**config.mk**
```make
export PLATFORM = sky130hd
export DESIGN_NAME = pll_reset_seq
export DESIGN_NICKNAME = d
export VERILOG_FILES = /design/src/rtl/pll_reset_seq_pkg.sv /design/src/rtl/pll_reset_seq_hb_sync.sv /design/src/rtl/pll_reset_seq.sv
export SDC_FILE = /design/constraint.sdc
export NUM_CORES = 1
export LEC_CHECK = 0
export CAP_MARGIN = 5
export CELL_PAD_IN_SITES_DETAIL_PLACEMENT = 1
export CELL_PAD_IN_SITES_GLOBAL_PLACEMENT = 1
export CORE_MARGIN = 5
export CORE_UTILIZATION = 45
export DETAILED_ROUTE_END_ITERATION = 6
export PLACE_DENSITY = 0.81
export REMOVE_ABC_BUFFERS = 1
export SLEW_MARGIN = 0
export SYNTH_ARGS = -nofsm -noshare
export SYNTH_HDL_FRONTEND = slang
export SYNTH_HIERARCHICAL = 1
export SYNTH_SLANG_ARGS = --single-unit
```
**constraint.sdc**
```tcl
create_clock -name refclk -period 2.4 [get_ports refclk]
set_input_delay 0.48 -clock refclk [delete_from_list [all_inputs] [get_ports refclk]]
set_output_delay 0.48 -clock refclk [all_outputs]
set_load 0.02 [all_outputs]
```
**src/rtl/pll_reset_seq_pkg.sv**
```systemverilog
// Shared definitions for the PLL reset sequencer: sequencer states,
// default timing constants and a small sizing helper.
package ngv_clk_pkg;

    typedef enum logic [2:0] {
        PLLRST = 3'd0,
        SETTLE = 3'd1,
        CHECK  = 3'd2,
        RUN    = 3'd3,
        FAIL   = 3'd4
    } pll_state_e;

    localparam int DEF_RST_CYCLES    = 64;
    localparam int DEF_SETTLE_CYCLES = 4200;
    localparam int DEF_HB_TIMEOUT    = 256;
    localparam int DEF_HB_EDGES      = 4;
    localparam int DEF_MAX_RETRY     = 3;

    function automatic int max3(input int a, input int b, input int c);
        int m;
        m = (a > b) ? a : b;
        return (m > c) ? m : c;
    endfunction

endpackage

```
**src/rtl/pll_reset_seq_hb_sync.sv**
```systemverilog
// Brings the clk0_out-domain heartbeat into refclk and flags every toggle.
// hb_edge is high for one refclk cycle per hb_in transition.
module hb_sync (
    input  logic refclk,
    input  logic reset,
    input  logic hb_in,
    output logic hb_edge
);

    // [0] and [1] form the synchronizer, [2] is the delay flop for edge detection
    logic [2:0] sync_q;

    always_ff @(posedge refclk or posedge reset) begin
        if (reset) begin
            sync_q <= 3'b000;
        end else begin
            sync_q <= {sync_q[1:0], hb_in};
        end
    end

    assign hb_edge = sync_q[1] ^ sync_q[2];

endmodule

```
**src/rtl/pll_reset_seq.sv**
```systemverilog
// PLL reset sequencer: holds the PLL in reset, waits for lock settle, checks the
// heartbeat, then releases system reset; heartbeat loss retries a bounded number of times.
module pll_reset_seq
    import ngv_clk_pkg::*;
#(
    parameter int RST_CYCLES    = DEF_RST_CYCLES,
    parameter int SETTLE_CYCLES = DEF_SETTLE_CYCLES,
    parameter int HB_TIMEOUT    = DEF_HB_TIMEOUT,
    parameter int HB_EDGES      = DEF_HB_EDGES,
    parameter int MAX_RETRY     = DEF_MAX_RETRY
) (
    input  logic       refclk,
    input  logic       reset,
    input  logic       hb_in,
    output logic       pll_reset,
    output logic       sys_rst,
    output logic       ready,
    output logic       fail,
    output logic [1:0] retry_cnt,
    output logic [2:0] state_dbg
);

    localparam int CNT_MAX = max3(RST_CYCLES, SETTLE_CYCLES, HB_TIMEOUT);
    localparam int CNT_W   = $clog2(CNT_MAX + 1);
    localparam int EDGE_W  = $clog2(HB_EDGES + 1);

    localparam logic [CNT_W-1:0]  CNT_SAT     = CNT_W'(CNT_MAX);
    localparam logic [CNT_W-1:0]  RST_LAST    = CNT_W'(RST_CYCLES - 1);
    localparam logic [CNT_W-1:0]  SETTLE_LAST = CNT_W'(SETTLE_CYCLES - 1);
    localparam logic [CNT_W-1:0]  HB_LIMIT    = CNT_W'(HB_TIMEOUT);
    localparam logic [EDGE_W-1:0] EDGE_SAT    = EDGE_W'(HB_EDGES);
    localparam logic [1:0]        RETRY_MAX   = 2'(MAX_RETRY);

    pll_state_e        state_q, state_d;
    logic [CNT_W-1:0]  cnt_q, cnt_d, cnt_inc;
    logic [EDGE_W-1:0] edge_q, edge_d, edge_inc;
    logic [1:0]        retry_q, retry_d;
    logic              hb_edge;
    logic              take_retry;

    hb_sync u_hb_sync (
        .refclk  (refclk),
        .reset   (reset),
        .hb_in   (hb_in),
        .hb_edge (hb_edge)
    );

    assign cnt_inc  = (cnt_q == CNT_SAT) ? cnt_q : cnt_q + 1'b1;
    assign edge_inc = (edge_q == EDGE_SAT) ? edge_q : edge_q + 1'b1;

    always_comb begin
        state_d    = state_q;
        cnt_d      = cnt_q;
        edge_d     = edge_q;
        retry_d    = retry_q;
        take_retry = 1'b0;
        case (state_q)
            PLLRST: begin
                if (cnt_q == RST_LAST) begin
                    state_d = SETTLE;
                    cnt_d   = '0;
                end else begin
                    cnt_d = cnt_inc;
                end
            end
            SETTLE: begin
                if (cnt_q == SETTLE_LAST) begin
                    state_d = CHECK;
                    cnt_d   = '0;
                    edge_d  = '0;
                end else begin
                    cnt_d = cnt_inc;
                end
            end
            // An edge in the same cycle the timeout is reached still wins.
            CHECK: begin
                if (hb_edge) begin
                    cnt_d  = '0;
                    edge_d = edge_inc;
                    if (edge_inc == EDGE_SAT) begin
                        state_d = RUN;
                    end
                end else if (cnt_q == HB_LIMIT) begin
                    take_retry = 1'b1;
                end else begin
                    cnt_d = cnt_inc;
                end
            end
            RUN: begin
                if (hb_edge) begin
                    cnt_d = '0;
                end else if (cnt_q == HB_LIMIT) begin
                    take_retry = 1'b1;
                end else begin
                    cnt_d = cnt_inc;
                end
            end
            FAIL: begin
                state_d = FAIL;
            end
            default: begin
                state_d = PLLRST;
                cnt_d   = '0;
                edge_d  = '0;
            end
        endcase

        if (take_retry) begin
            cnt_d  = '0;
            edge_d = '0;
            if (retry_q == RETRY_MAX) begin
                state_d = FAIL;
            end else begin
                retry_d = retry_q + 2'd1;
                state_d = PLLRST;
            end
        end
    end

    // Outputs are decoded from the next state so they change on the same edge as the state.
    always_ff @(posedge refclk or posedge reset) begin
        if (reset) begin
            state_q   <= PLLRST;
            cnt_q     <= '0;
            edge_q    <= '0;
            retry_q   <= 2'd0;
            pll_reset <= 1'b1;
            sys_rst   <= 1'b1;
            ready     <= 1'b0;
            fail      <= 1'b0;
        end else begin
            state_q   <= state_d;
            cnt_q     <= cnt_d;
            edge_q    <= edge_d;
            retry_q   <= retry_d;
            pll_reset <= (state_d == PLLRST) || (state_d == FAIL);
            sys_rst   <= (state_d != RUN);
            ready     <= (state_d == RUN);
            fail      <= (state_d == FAIL);
        end
    end

    assign retry_cnt = retry_q;
    assign state_dbg = state_q;

endmodule
```
==> flow_summary.ini <==
[outcome]
status = finished clean

[layout]
design_area_um2 = 1880
multi_input_area_um2 = 872
fill_cells = 434
syn2layout_area_growth_pct = 12.5
finish.net_count = 194
antennaDiodeCount = 0
drive_gt1_share_pct = 11.4
regArea_um2 = 703

[yosys]
ys_seq_elements = 28
synthTopCellsByArea = dfrtp_1 (39%), nand2_1 (5.0%), ha_1 (3.8%), dfstp_2 (3.2%), nor2_1 (2.5%)
synth_area_um2 = 1670
synthArstFlopShare_pct = 100
netlist_instances = 172
synth_cell_type_count = 52
syn_avg_cell_area_um2 = 9.69
yosysWarnings = 6
seq_area_frac_synth_pct = 42.2
dominantRegCellSynth = dfrtp_1
synth_top_area_cell = dfrtp_1
synth_edf_count = 0
netlist.area_leader.share_pct = 39.0

[place]
portBuffers = 11
finalWeightedCongestion = 0.831
place_hpwl_um = 3130
dpl_cell_area_um2 = 1820
pre_cts_ws_ps = 332

[power_and_ir_drop]
peakVddDrop_mv = 0.370
p_total_mw = 0.791
p_leak_nw = 0.807
power_density_nw_per_um2 = 422

[cts]
cts_tree = done
cts_root_buffer = clkbuf_8
clk_pin_slew_ps = 100
cts_made_buffers = 3
cts.htree.levels = 1
worst_skew_pair.late_latency_ps = 270
clockBufferDepth = 2
cts_resized = 0
post_cts_buffers = 0
cts_hold_buf = 0
cts.sinks = 28

[timing]
final-max-slew-violation-count = 0
timing.final.crit_period_ps = 2220
final.setup_skew_ps = 4.22
relSlewSlack_pct = 58.3
rsz0062_at_grt = no
setup_ws_ps = 182
hold_ws_ps = 374
fmaxAchievable_mhz = 451
hold_violations = 0
tightest_slew_ps = 625
period_share_pct = 92.4
setup_tns_ps = 0
finalSetupViolations = 0

[setup_path]
worst_ep_arrival_time_ps = 2380
crit_path_max_fanout = 5
start_kind = flip-flop
critPathRequiredTime_ps = 2560
worstSetupPathType = reg -> reg
cp-end-kind = flip-flop

[die]
die_h_um = 70.9
rows = 22
dieArea_um2 = 5020
start_util_pct = 45.9
ios = 12
die_w_um = 70.9
core_um2 = 3630

[drt]
firstDrtPassIters = 4
drc = 0
routed-via-count = 1369
wirelength_um = 4340
dr.first_iter.drc_count = 86
vias_per_cell = 5.88
postRouteAntennaNets = 0
wl_per_cell_um = 18.6

[grt]
grtUsageTotal_pct = 18.9
grt_pass1_wl_um = 7670
antenna_found_initial = 0
grt_overflow = 0
grt_max_degree = 26
grt_pass1_vias = 1513

[min_path]
hp-class = reg -> reg

[run]
maxCapViolations = 0
registers in the layout, summed over array words and instances, names as in the netlist:
register          count
cnt_q                13
edge_q                3
state_dbg             3
u_hb_sync/sync_q      3
retry_cnt             2
fail                  1
pll_reset             1
ready                 1
sys_rst               1
layer usage:
metal	up-vias	routed length (um)	global-route usage [%]
li1	646	-	-
met4	0	19	3.76
met1	701	1920	23.8
met2	20	2310	34.4
met3	2	95	2.56
met5	-	0	0
cells in the mapped netlist, types with 2 or more instances:
| cell type | n |
|---|---|
| a211oi_1 | 2 |
| a21oi_1 | 8 |
| a31oi_1 | 2 |
| and3_1 | 4 |
| buf_6 | 3 |
| clkbuf_1 | 2 |
| dfrtp_1 | 26 |
| dfstp_2 | 2 |
| ha_1 | 5 |
| inv_1 | 10 |
| nand2_1 | 22 |
| nand3_1 | 4 |
| nand4_1 | 3 |
| nand4b_1 | 2 |
| nor2_1 | 11 |
| nor3_1 | 6 |
| nor3b_1 | 3 |
| nor4b_1 | 4 |
| o211ai_1 | 3 |
| o21ai_0 | 8 |
| o22ai_1 | 3 |
| or3_1 | 2 |
| or4b_1 | 2 |
| xnor2_1 | 4 |
| xor2_1 | 4 |
critical path, cell delays in order, from the launching register on:
cell and delay [ps]:
dfrtp_1 430, inv_1 140, ha_1 190, nor4b_1 340, and3_1 260, nor3b_4 210
and2b_1 200, mux2_1 340
final timing paths:
path                                          start             endpoint  slack, ps  cells after the start
max in group asynchronous                     reset            pll_reset       1520                      3
min in group asynchronous                     reset  u_hb_sync/sync_q[0]        380                      2
worst max register to register             cnt_q[0]         retry_cnt[1]        180                      7
worst min-delay path            u_hb_sync/sync_q[0]  u_hb_sync/sync_q[1]        370                      0
worst max-delay path                       cnt_q[0]         retry_cnt[1]        180                      7
worst min register to register  u_hb_sync/sync_q[0]  u_hb_sync/sync_q[1]        370                      0
cells in the final DEF, fill, tap and decap left out, types with 4 or more instances in the layout:
cell / synthesis / layout
o21ai_0: 8 / 8
clkdlybuf4s50_1: 0 / 11
xnor2_1: 4 / 4
a21oi_1: 8 / 8
nor4b_1: 4 / 4
xor2_1: 4 / 4
nand2_1: 22 / 22
nand3_1: 4 / 4
ha_1: 5 / 5
nor3_1: 6 / 6
nor2_1: 11 / 11
and3_1: 4 / 4
buf_4: 1 / 5
clkbuf_8: 0 / 4
dfrtp_1: 26 / 26
inv_1: 10 / 10
where the power goes:
| part | total (mW) | switching (mW) | internal [mW] |
|---|---|---|---|
| Clock | 0.294 | 0.147 | 0.147 |
| Combinational | 0.0220 | 0.0146 | 0.00746 |
| Sequential | 0.475 | 0.00116 | 0.474 |
| Total | 0.791 | 0.163 | 0.628 |
cells by family (layout without fill, tap and decap cells):
logic type	Yosys count	after routing	synth area share (%)
fa+ha+maj	5	5	3.75
buf+inv	17	30	5.48
mux	2	2	1.28
flops	28	28	42.2
xor+xnor	8	8	4.20
simple gates	77	77	28.0
compound gates	35	35	15.1
metrics by stage:
step	util, %	std cells
final	51.6	233
after global routing	51.6	233
after CTS	51.6	233
after detailed placement	50.1	229
after global placement	50.1	229
after floorplan	-	165
area by class of cell:
class | count | area share (%)
flip-flops and latches | 28 | 37.5
inverters | 10 | 2.00
multi-input cells | 127 | 46.5
repair buffers | 16 | 7.87
well taps | 48 | 3.20
clock buffers | 4 | 2.94
Power figures use the tool's default switching activity.
==> edit 1: new RTL, same settings <==
Set the package constant `DEF_HB_TIMEOUT` to 512 (it was 256).
--- a/src/rtl/pll_reset_seq_pkg.sv
+++ b/src/rtl/pll_reset_seq_pkg.sv
@@ -12,7 +12,7 @@
 
     localparam int DEF_RST_CYCLES    = 64;
     localparam int DEF_SETTLE_CYCLES = 4200;
-    localparam int DEF_HB_TIMEOUT    = 256;
+    localparam int DEF_HB_TIMEOUT    = 512;
     localparam int DEF_HB_EDGES      = 4;
     localparam int DEF_MAX_RETRY     = 3;
 
Behaviour: no difference found for any inputs over 10 cycles, from zero or initial values and one cycle with reset high; that may be too few to reach the edited logic, so the function may still have changed.
==> edit 1 against the unedited design <==
Worst setup slack worse by 0.039 ns. Cell area is 0.87% lower. Sequential cell count is the same. Routed wire length up 0.25%. Via count up 1.8%. Critical path type unchanged. Power is 2.8% higher. Sequential share of layout area up 0.33 points. Synthesized area shrank 2.3%. Final cell count up 0.86%.
==> edit 1: results (changes against the unedited design) <==
M1 WL: 1900 µm (was 1920 µm)
Post-synth top cells: dfrtp_1, nand2_1, nor2_1 (unchanged)
Post-Route WL: 4350 µm (was 4340 µm)
register area share after synthesis: 0.432 (was 0.422)
Hold Slack: 0.296 ns (was 0.374 ns)
Syn Area/Cell: 9.25 µm² (was 9.69 µm²)
Hold/Removal Path Class: in2async (was reg2reg)
root buf cell: clkbuf_4 (was clkbuf_8)
vias in the first global route: 1,522 (was 1,513)
clock skew: 0.00970 ns (was 0.00422 ns)
final worst slack: 0.144 ns (was 0.182 ns)
Max VDD drop: 226 µV (was 370 µV)
layout cells sized above 1: 0.111 (was 0.114)
GR Util All Layers: 0.191 (was 0.189)
DR WL/cell: 18.5 µm (was 18.6 µm)
Critical Path Fanout Max: 6 (was 5)
DP Worst Slack: 0.152 ns (was 0.332 ns)
Slew HR: 0.684 (was 0.583)
Inst Count DP: 231 (was 229)
routed wl met3: 99 µm (was 95 µm)
Clock transition at path regs: 0.16 ns (was 0.10 ns)
wire length on met2: 2240 µm (was 2310 µm)
Clock power frac: 0.391 (was 0.371)
P_seq: 0.000476 W (was 0.000475 W)
crit-path max cell delay: 0.47 ns (was 0.43 ns)
Initial DRC Count: 43 (was 86)
synth top area cells: dfrtp_1, nand2_1, ha_1 (unchanged)
Final HPWL DP: 3200 µm (was 3130 µm)
placed inst area: 1810 µm² (was 1820 µm²)
WP data arrival: 2.50 ns (was 2.38 ns)
status: finished, final reports clean (unchanged)
post-route cell area: 1860 µm² (was 1880 µm²)
first-pass GRT wire length: 7510 µm (was 7670 µm)
Vias: 1,394 (was 1,369)
Internal Power: 0.000650 W (was 0.000628 W)
edit 1: cell count changes after synthesis, moves of 3 or more:
cell      change
clkbuf_1      +4
mux2i_1       +3
nor2_1        +3
nor4_1        +4
o211ai_1      -3
a221oi_1      +4
nand2_1       -4
edit 1: final cells by class:
class	count	area share
clock buffers	3	0.0121
clock inverters	1	0.0162
inverters	8	0.0162
multi-input cells	129	0.451
flip-flops and latches	28	0.378
well taps	46	0.0310
repair buffers	20	0.0956
edit 1: cells by family after synthesis:
group,count (synthesis),share of synthesized area
AOI/OAI and AO/OA,36,0.145
xor gates and xnor gates,8,0.0430
adders and majority gates,5,0.0384
buffers and inverters,19,0.0530
DFF,28,0.432
muxes,5,0.0315
and+or+nand+nor,75,0.257
edit 1: metal layers:
layer / global-route usage / up-vias
met5: 0 / -
li1: - / 654
met3: 0.0258 / 10
met1: 0.230 / 703
met4: 0.0809 / 0
met2: 0.337 / 27
==> edit 2: new RTL, same settings <==
Without the edit above. Register the output `retry_cnt` once more, with the module's reset; this adds one clock of latency there. The other outputs are not delayed to match.
--- a/src/rtl/pll_reset_seq.sv
+++ b/src/rtl/pll_reset_seq.sv
@@ -140,7 +140,13 @@
         end
     end
 
-    assign retry_cnt = retry_q;
+    always_ff @(posedge refclk or posedge reset) begin
+        if (reset) begin
+            retry_cnt <= '0;
+        end else begin
+            retry_cnt <= retry_q;
+        end
+    end
     assign state_dbg = state_q;
 
 endmodule
Check against the original RTL: same outputs for any inputs over 10 cycles, from zero or initial values and one cycle with reset high; that may be too few to reach the edited logic, so the function may still have changed.
==> edit 2 against the unedited design <==
Critical path depth rose by 1. Sequential power increased by 7.2%. Synthesized area grew 4.9%. Sequential cell count rose by 2. Routed wire length up 15%. Clock power is 120% higher. Cell area increased by 13%. Count of clock-buffer cells in the layout is 2 higher. Power up 49%. Worst setup slack got worse by 0.10 ns. Largest cell class unchanged.
==> edit 2: results (changes against the unedited design) <==
clock skew: 0.00745 ns (was 0.00422 ns)
clock latency on the worst-skew pair: 0.29 ns (was 0.27 ns)
Post-Route WL: 5010 µm (was 4340 µm)
Inst Count DP: 240 (was 229)
Max VDD drop: 255 µV (was 370 µV)
Clk. pwr: 0.000646 W (was 0.000294 W)
GR Util All Layers: 0.211 (was 0.189)
DP Worst Slack: 0.0945 ns (was 0.332 ns)
synth top area cells: dfrtp_1, nand2_1, ha_1 (unchanged)
M2 GR Usage: 0.368 (was 0.344)
GPL Wtd Cong: 0.940 (was 0.831)
Vias: 1,513 (was 1,369)
Vias/cell: 6.10 (was 5.88)
Clock transition at path regs: 0.07 ns (was 0.10 ns)
crit-path max cell delay: 0.59 ns (was 0.43 ns)
Hold Slack: 0.365 ns (was 0.374 ns)
Clock power frac: 0.549 (was 0.371)
Crit-path slowest cell: or4b_2 (was dfrtp_1)
CTS buffer count: 5 (was 3)
status: finished, final reports clean (unchanged)
Syn Area/Cell: 9.71 µm² (was 9.69 µm²)
crit path to: cnt_q[8] (was retry_cnt[1])
Distinct cells, synth: 57 (was 52)
Final HPWL DP: 3350 µm (was 3130 µm)
register area share after synthesis: 0.431 (was 0.422)
routed wl met3: 147 µm (was 95 µm)
M1 WL: 2100 µm (was 1920 µm)
Final Critical Period: 2.32 ns (was 2.22 ns)
Initial DRC Count: 71 (was 86)
vias in the first global route: 1,723 (was 1,513)
largest net degree at the start of global routing: 28 (was 26)
Lkg Pwr: 0.901 nW (was 0.807 nW)
Post-CTS Resized: 1 (was 0)
R2R depth: 8 (was 7)
[edit 2: cell types whose count changed in the layout (fill, tap and decap cells not counted), moves of 3 or more]
cell      before  now
buf_4          5   12
nor3_1         6    2
nand4b_1       2    6
a21oi_1        8    4
o21ai_0        8    3
nor4b_1        4    1
o21ai_1        0    6
[edit 2: cells by family (layout without fill, tap and decap cells)]
family / after synthesis / after routing / share of synthesized area
AOI/OAI and AO/OA: 36 / 36 / 0.153
and+or+nand+nor: 79 / 79 / 0.287
adders and majority gates: 5 / 5 / 0.0358
DFF: 30 / 30 / 0.431
muxes: 2 / 2 / 0.0122
xor gates and xnor gates: 5 / 5 / 0.0251
buffers and inverters: 23 / 43 / 0.0558
[edit 2: layout make-up]
| class | instances | area [µm²] |
|---|---|---|
| multi-input cells | 127 | 925 |
| clock inverters | 2 | 60.1 |
| inverters | 12 | 45.0 |
| repair buffers | 23 | 200 |
| fillers | 434 | 1590 |
| well taps | 48 | 60.1 |
| flip-flops and latches | 30 | 754 |
| clock buffers | 6 | 82.6 |
